$ cat config.mk
export PLATFORM = sky130hd
export DESIGN_NAME = serial_frame_tx
export DESIGN_NICKNAME = d
export VERILOG_FILES = /design/src/rtl/serial_frame_tx.sv
export SDC_FILE = /design/constraint.sdc
export NUM_CORES = 1
export LEC_CHECK = 0
export ABC_AREA = 1
export CORE_UTILIZATION = 40
export DETAILED_ROUTE_END_ITERATION = 16
export GPL_TIMING_DRIVEN = 0
export PLACE_DENSITY = 0.56
export SYNTH_ARGS = -nofsm -noshare
export SYNTH_HDL_FRONTEND = slang
export SYNTH_SLANG_ARGS = --single-unit
$ cat constraint.sdc
create_clock -name clk -period 1.82 [get_ports clk]
set_input_delay 0.364 -clock clk [delete_from_list [all_inputs] [get_ports clk]]
set_output_delay 0.364 -clock clk [all_outputs]
set_load 0.005 [all_outputs]
$ cat src/rtl/serial_frame_tx.sv
// serial_frame_tx: start/data/stop serial framer, LSB first, each bit held CLKS_PER_BIT clocks.
// All outputs come straight from flops; the line idles high.
module serial_frame_tx #(
    parameter int WIDTH        = 8,
    parameter int CLKS_PER_BIT = 4
) (
    input  logic             clk,
    input  logic             R,
    input  logic [WIDTH-1:0] Din,
    input  logic             load,
    output logic             D,
    output logic             Db,
    output logic             busy,
    output logic             done
);
    typedef enum logic [1:0] {IDLE, START, DATA, STOP} state_t;
    state_t           r_state;
    logic [7:0]       r_cnt;
    logic [4:0]       r_bit;
    logic [WIDTH-1:0] r_sh;
    logic             r_d;
    logic             r_db;
    logic             r_busy;
    logic             r_done;
    logic             w_last;
    logic             w_last_bit;
    logic [WIDTH-1:0] w_shr;
    assign w_last     = r_cnt == 8'(CLKS_PER_BIT - 1);
    assign w_last_bit = r_bit == 5'(WIDTH - 1);
    assign w_shr      = r_sh >> 1;
    assign D    = r_d;
    assign Db   = r_db;
    assign busy = r_busy;
    assign done = r_done;
    always_ff @(posedge clk or negedge R) begin
        if (!R) begin
            r_state <= IDLE;
            r_cnt   <= '0;
            r_bit   <= '0;
            r_sh    <= '0;
            r_d     <= 1'b1;
            r_db    <= 1'b0;
            r_busy  <= 1'b0;
            r_done  <= 1'b0;
        end else begin
            r_done <= 1'b0;
            if (r_state != IDLE)
                r_cnt <= w_last ? '0 : r_cnt + 8'd1;
            case (r_state)
                IDLE: if (load) begin
                    r_state <= START;
                    r_sh    <= Din;
                    r_d     <= 1'b0;
                    r_db    <= 1'b1;
                    r_busy  <= 1'b1;
                end
                START: if (w_last) begin
                    r_state <= DATA;
                    r_bit   <= '0;
                    r_d     <= r_sh[0];
                    r_db    <= ~r_sh[0];
                end
                DATA: if (w_last) begin
                    if (w_last_bit) begin
                        r_state <= STOP;
                        r_d     <= 1'b1;
                        r_db    <= 1'b0;
                    end else begin
                        r_bit <= r_bit + 5'd1;
                        r_sh  <= w_shr;
                        r_d   <= w_shr[0];
                        r_db  <= ~w_shr[0];
                    end
                end
                STOP: if (w_last) begin
                    r_state <= IDLE;
                    r_busy  <= 1'b0;
                    r_done  <= 1'b1;
                end
            endcase
        end
    end
endmodule

**Word-level counts from Yosys, hierarchy flattened**

Index checks and enable logic that the tools add are counted.

- $add $sub $neg: 2
- Equal/unequal tests: 11
- Muxes and demuxes: 29
- Bitwise gates (word level): 2
- Reduce and logical (&&, ||, !) cells: 11

Operator list:

| kind | number |
|---|---|
| two-way mux 8 bit | 4 |
| case mux 8 bit (2 select lines) | 1 |
| two-way mux 5 bit | 3 |
| != test 2 bit, second input constant | 6 |
| AND reduction 4 bit | 3 |
| two-way mux 1 bit | 11 |
| two-way mux 2 bit | 5 |
| case mux 5 bit (2 select lines) | 1 |
| adder 8 x 1 -> 8 bit, second input constant | 1 |
| equality test 8 x 2 -> 1 bit, second input constant | 1 |
| case mux 2 bit (4 select lines) | 1 |
| nonzero test 2 bit | 4 |
| case mux 1 bit (3 select lines) | 2 |
| adder 5 x 1 -> 5 bit, second input constant | 1 |
| equality test 5 x 3 -> 1 bit, second input constant | 1 |
| AND reduction 5 bit | 1 |
| equality test 2 bit, second input constant | 2 |
| AND reduction 3 bit | 1 |
| nonzero test 3 bit | 1 |
| equality test 2 x 1 -> 1 bit, second input constant | 1 |
| zero test 2 bit | 1 |
| inverter 1 bit | 2 |
| case mux 1 bit (2 select lines) | 1 |

- Register bits: 27
- Input bits: 11
- Output and inout port bits: 4
- Word-level logic and storage cells: 63

**Logic depth before layout (Yosys ltp)**

- Word-level depth: 4
- Gate-level depth with buffers: 10
- Gate-level depth less buffers: 9

**Least setup slack after synthesis**

No wires, ideal clock.

- Kind: reg-to-reg
- From: register r_state[0]
- To: register r_bit[2]
- Setup time: 0.079 ns
- Arrival time: 1.366 ns
- Required time: 1.741 ns
- Setup slack: 0.376 ns
- Stages on the path, launching flop included: 8
- Path buffers: 2
- Clock period less this slack: 1.444 ns
- Cell sequence: dfrtp_1 -> inv_1 -> ha_1 -> buf_4 -> buf_6 -> o211ai_1 -> nand2_1 -> o21ai_1

- Longest elaborated chain between the ends: 3
- Elaborated cells between the ends (all ways): 8

Ends and longest elaborated chain:

| element | RTL line | source |
|---|---|---|
| from (decl) | 17 | `state_t r_state;` |
| from (signal assigned) | 37 | `r_state <= IDLE;` |
| from (signal assigned) | 51 | `r_state <= START;` |
| from (signal assigned) | 58 | `r_state <= DATA;` |
| equality test 2 bit or equality test 2 x 1 -> 1 bit (tied branches) | 49 | `case (r_state)` |
| != test 2 bit (no source line) or nonzero test 2 bit (tied branches) | n/a |  |
| AND reduction 4 bit (no source line) | n/a |  |
| to (signal assigned) | 69 | `r_bit <= r_bit + 5'd1;` |
| to (decl) | 19 | `logic [4:0] r_bit;` |

Parallel ways exist; a longest one is shown, timed or not.
A chain may end at the register's enable or synchronous reset.

**Worst setup path in the final report**

- From: register r_d, in the netlist D
- To: output port D

RTL lines:

| element | RTL line | source |
|---|---|---|
| from (decl) | 21 | `logic r_d;` |
| from (signal assigned) | 60 | `r_d <= r_sh[0];` |
| from (signal assigned) | 71 | `r_d <= w_shr[0];` |
| to (decl) | 11 | `output logic D,` |

No word-level cell between the ends.

==> impl_metrics.toml <==
[floorplan]
num_io_pins = 15
dieArea_mm2 = 0.00414
row_count = 22
fp.dieH_um = 64.4
die_w_um = 64.4
start_util = 0.422
coreArea_mm2 = 0.00369

[sta]
slew_headroom = 0.602
whs_ns = 0.0844
post-route-min-period_ns = 1.66
fin_ws_ns = 0.161
hold_viol_final = 0
clock_skew_ns = 0.00252
rsz0062_at_grt = "no"
setup_violations = 0
period_share = 0.912
finalSetupTns_ns = 0
tightest_slew_ns = 0.597
timing.fmax_mhz = 603
drv_slew = 0

[grt]
grt_overflow = 0
track_usage = 0.163
grt_antenna_before_repair = 0
grt_pass1_vias = 1224
grt_pass1_wl_um = 5240
grt_max_degree = 28

[critical_path]
arrival_ns = 1.30
path_class = "reg -> out"
path_buf_inv = 1
worstPathRequired_ns = 1.46
cp_cell_sequence = "clkdlybuf4s50_1"
worstSetupStartpointType = "register"
cp_top_family = "flip-flops"
path_max_fanout = 2
crit_path_end_kind = "output pin"
cp_slowest_stage_delay_ns = 0.53
slowest_stage = "dfstp_2"

[synthesis]
ys_seq_area_frac = 0.435
synthAdderAreaFrac = 0.0483
synth-compound-area-share = 0.0636
synth_top_family_by_area = "simple AND/OR/NAND/NOR gates"
syn_avg_cell_area_um2 = 8.19
syn_inst = 190
synth_top_area_frac = 0.418
yosys.area_share.simple = 0.353
syn_nets = 207
yosysUniqueCellTypes = 28
synthXorXnorAreaFrac = 0.0338
yosysTopAreaCell = "dfrtp_1"
synthMuxAreaShare = 0
yosysWarningCount = 0
synth_top_cells_by_area = "dfrtp_1 (42%), nand2_1 (19%), nand3_2 (5.1%)"
netlist_area_mm2 = 0.00156
ys_seq_elements = 27
synth_edf_count = 0
synthFlopType = "dfrtp_1"
ys_async_sr_fraction = 1.00

[detailed_routing]
vias_per_cell = 4.77
wirelength_um = 2930
num_vias = 1251
wl_per_cell_um = 11.2
dr.pass1.iters = 4
drtAntennaViolNets = 0
drc_errors = 0
drt-initial-drc-count = 57

[pwr]
seq_power_share = 0.334
ir_drop_mv = 0.874
p_leak_nw = 0.923
power.switching_w = 0.00134
p_per_area_mw_per_mm2 = 1680
comb_power_share = 0.555
p_int_w = 0.00175
netSwitchingFraction = 0.435
clockPowerShare = 0.111

[clock_tree]
cts_tree = "built"
cts.clk_slew.worst_paths_ns = 0.09
cts_buffer_depth = 2
clock_latency_ns = 0.27
htreeDepth = 1
cts-root-buf = "clkbuf_8"
cts_resized = 0
cts_num_sinks = 27
numCtsBuffers = 3

[final_layout]
fin_nets = 232
regArea_um2 = 677
drive_above_1_share = 0.154
area_growth_syn_to_layout_pct = 18.4
layoutNonFillerInstCount = 262
diodes = 0
multiInputGateArea_um2 = 776
fillCellCount = 372
design_area_mm2 = 0.00184

[placement]
dp_slack_ns = -0.0480
dpl.hpwl_um = 2170
io_buffers = 14
place_area_mm2 = 0.00176
gp_congestion = 0.782
dpl.cell_count = 252

[job]
maxCapViolations = 0

[worst_hold_path]
min_path_type = "in -> async"

[status]
run_status = "complete, no violations"
-- flip-flops by register name, indices dropped and copies added, names as in the netlist --
name and count:
r_cnt 8, r_sh 8, r_bit 5, r_state 2, D 1, Db 1, busy 1, done 1
-- kinds of logic (layout without fill, tap and decap cells) --
logic type / Yosys count / after routing
xor+xnor: 6 / 6
simple gates: 115 / 115
compound gates: 16 / 16
flops: 27 / 27
fa+ha+maj: 6 / 6
buf+inv: 20 / 44
-- worst paths after layout --
path | start | to | slack [ns] | cells past startpoint
worst min-delay path | R | r_cnt[3] | 0.08 | 1
min in group clk | D | D | 0.46 | 2
worst min register to register | D | D | 0.46 | 2
max in group asynchronous | R | r_sh[0] | 1.35 | 1
worst max register to register | r_state[0] | r_bit[2] | 0.17 | 7
worst max-delay path | D | D | 0.16 | 1
-- final cells by class --
cell class,instances,share of cell area
Buffer,3,0.0211
Clock buffer,3,0.0224
Clock inverter,1,0.00272
Inverter,17,0.0346
Multi-Input combinational cell,143,0.421
Sequential cell,27,0.368
Tap cell,48,0.0326
Timing Repair Buffer,20,0.0978
-- synthesized netlist by cell type (all sizes together) (3+ instances only) --
cell type,instances
xor2,3
dfrtp,26
inv,17
nand2,80
nand3,17
o21ai,8
xnor2,3
ha,6
nor2,16
buf,3
a21oi,5
-- power groups by stage --
| stage | clock (W) | sequential (W) | combinational (W) |
|---|---|---|---|
| 2_1_floorplan | 0 | 0.00101 | 0.00123 |
| 3_3_place_gp | 0 | 0.00103 | 0.00154 |
| 3_5_place_dp | 0 | 0.00105 | 0.00156 |
| 4_1_cts | 0.000355 | 0.00103 | 0.00158 |
| 5_1_grt | 0.000388 | 0.00107 | 0.00196 |
| 6_report | 0.000343 | 0.00103 | 0.00172 |
-- placed cells by master (no fill, tap or decap), types with 3 or more instances in the layout --
cell type        synthesis  layout
a21oi_1                  5       5
clkbuf_8                 0       3
nor2_4                   3       3
nand3_2                  8       8
ha_1                     6       6
inv_1                   15      15
nand3_1                  9       9
clkdlybuf4s50_1          0      13
buf_4                    1       7
xor2_1                   3       3
o21ai_1                  5       5
nor2_1                  11      11
dfrtp_1                 26      26
xnor2_1                  3       3
nand2_1                 78      78
-- through the flow --
stage / util / total power (W)
after global routing: 0.499 / 0.00341
after CTS: 0.488 / 0.00297
after detailed placement: 0.476 / 0.00261
after floorplan: - / 0.00224
final: 0.499 / 0.00309
after global placement: 0.476 / 0.00257
-- layer usage --
metal  vias up  track usage  wire [um]
li1        644            -          -
met1       586        0.189       1320
met2        17        0.297       1490
met3         4       0.0214         77
met4         0       0.0694         40
met5         -            0          0
-- timing repair --
item / 4_1_cts / 5_1_grt
buffers inserted: 0 / 6
endpoints found under the hold margin: 0 / 0
hold buffers: 0 / 0
endpoints found under the setup margin: 0 / 8
No activity file was read; power rests on OpenSTA's default activity.
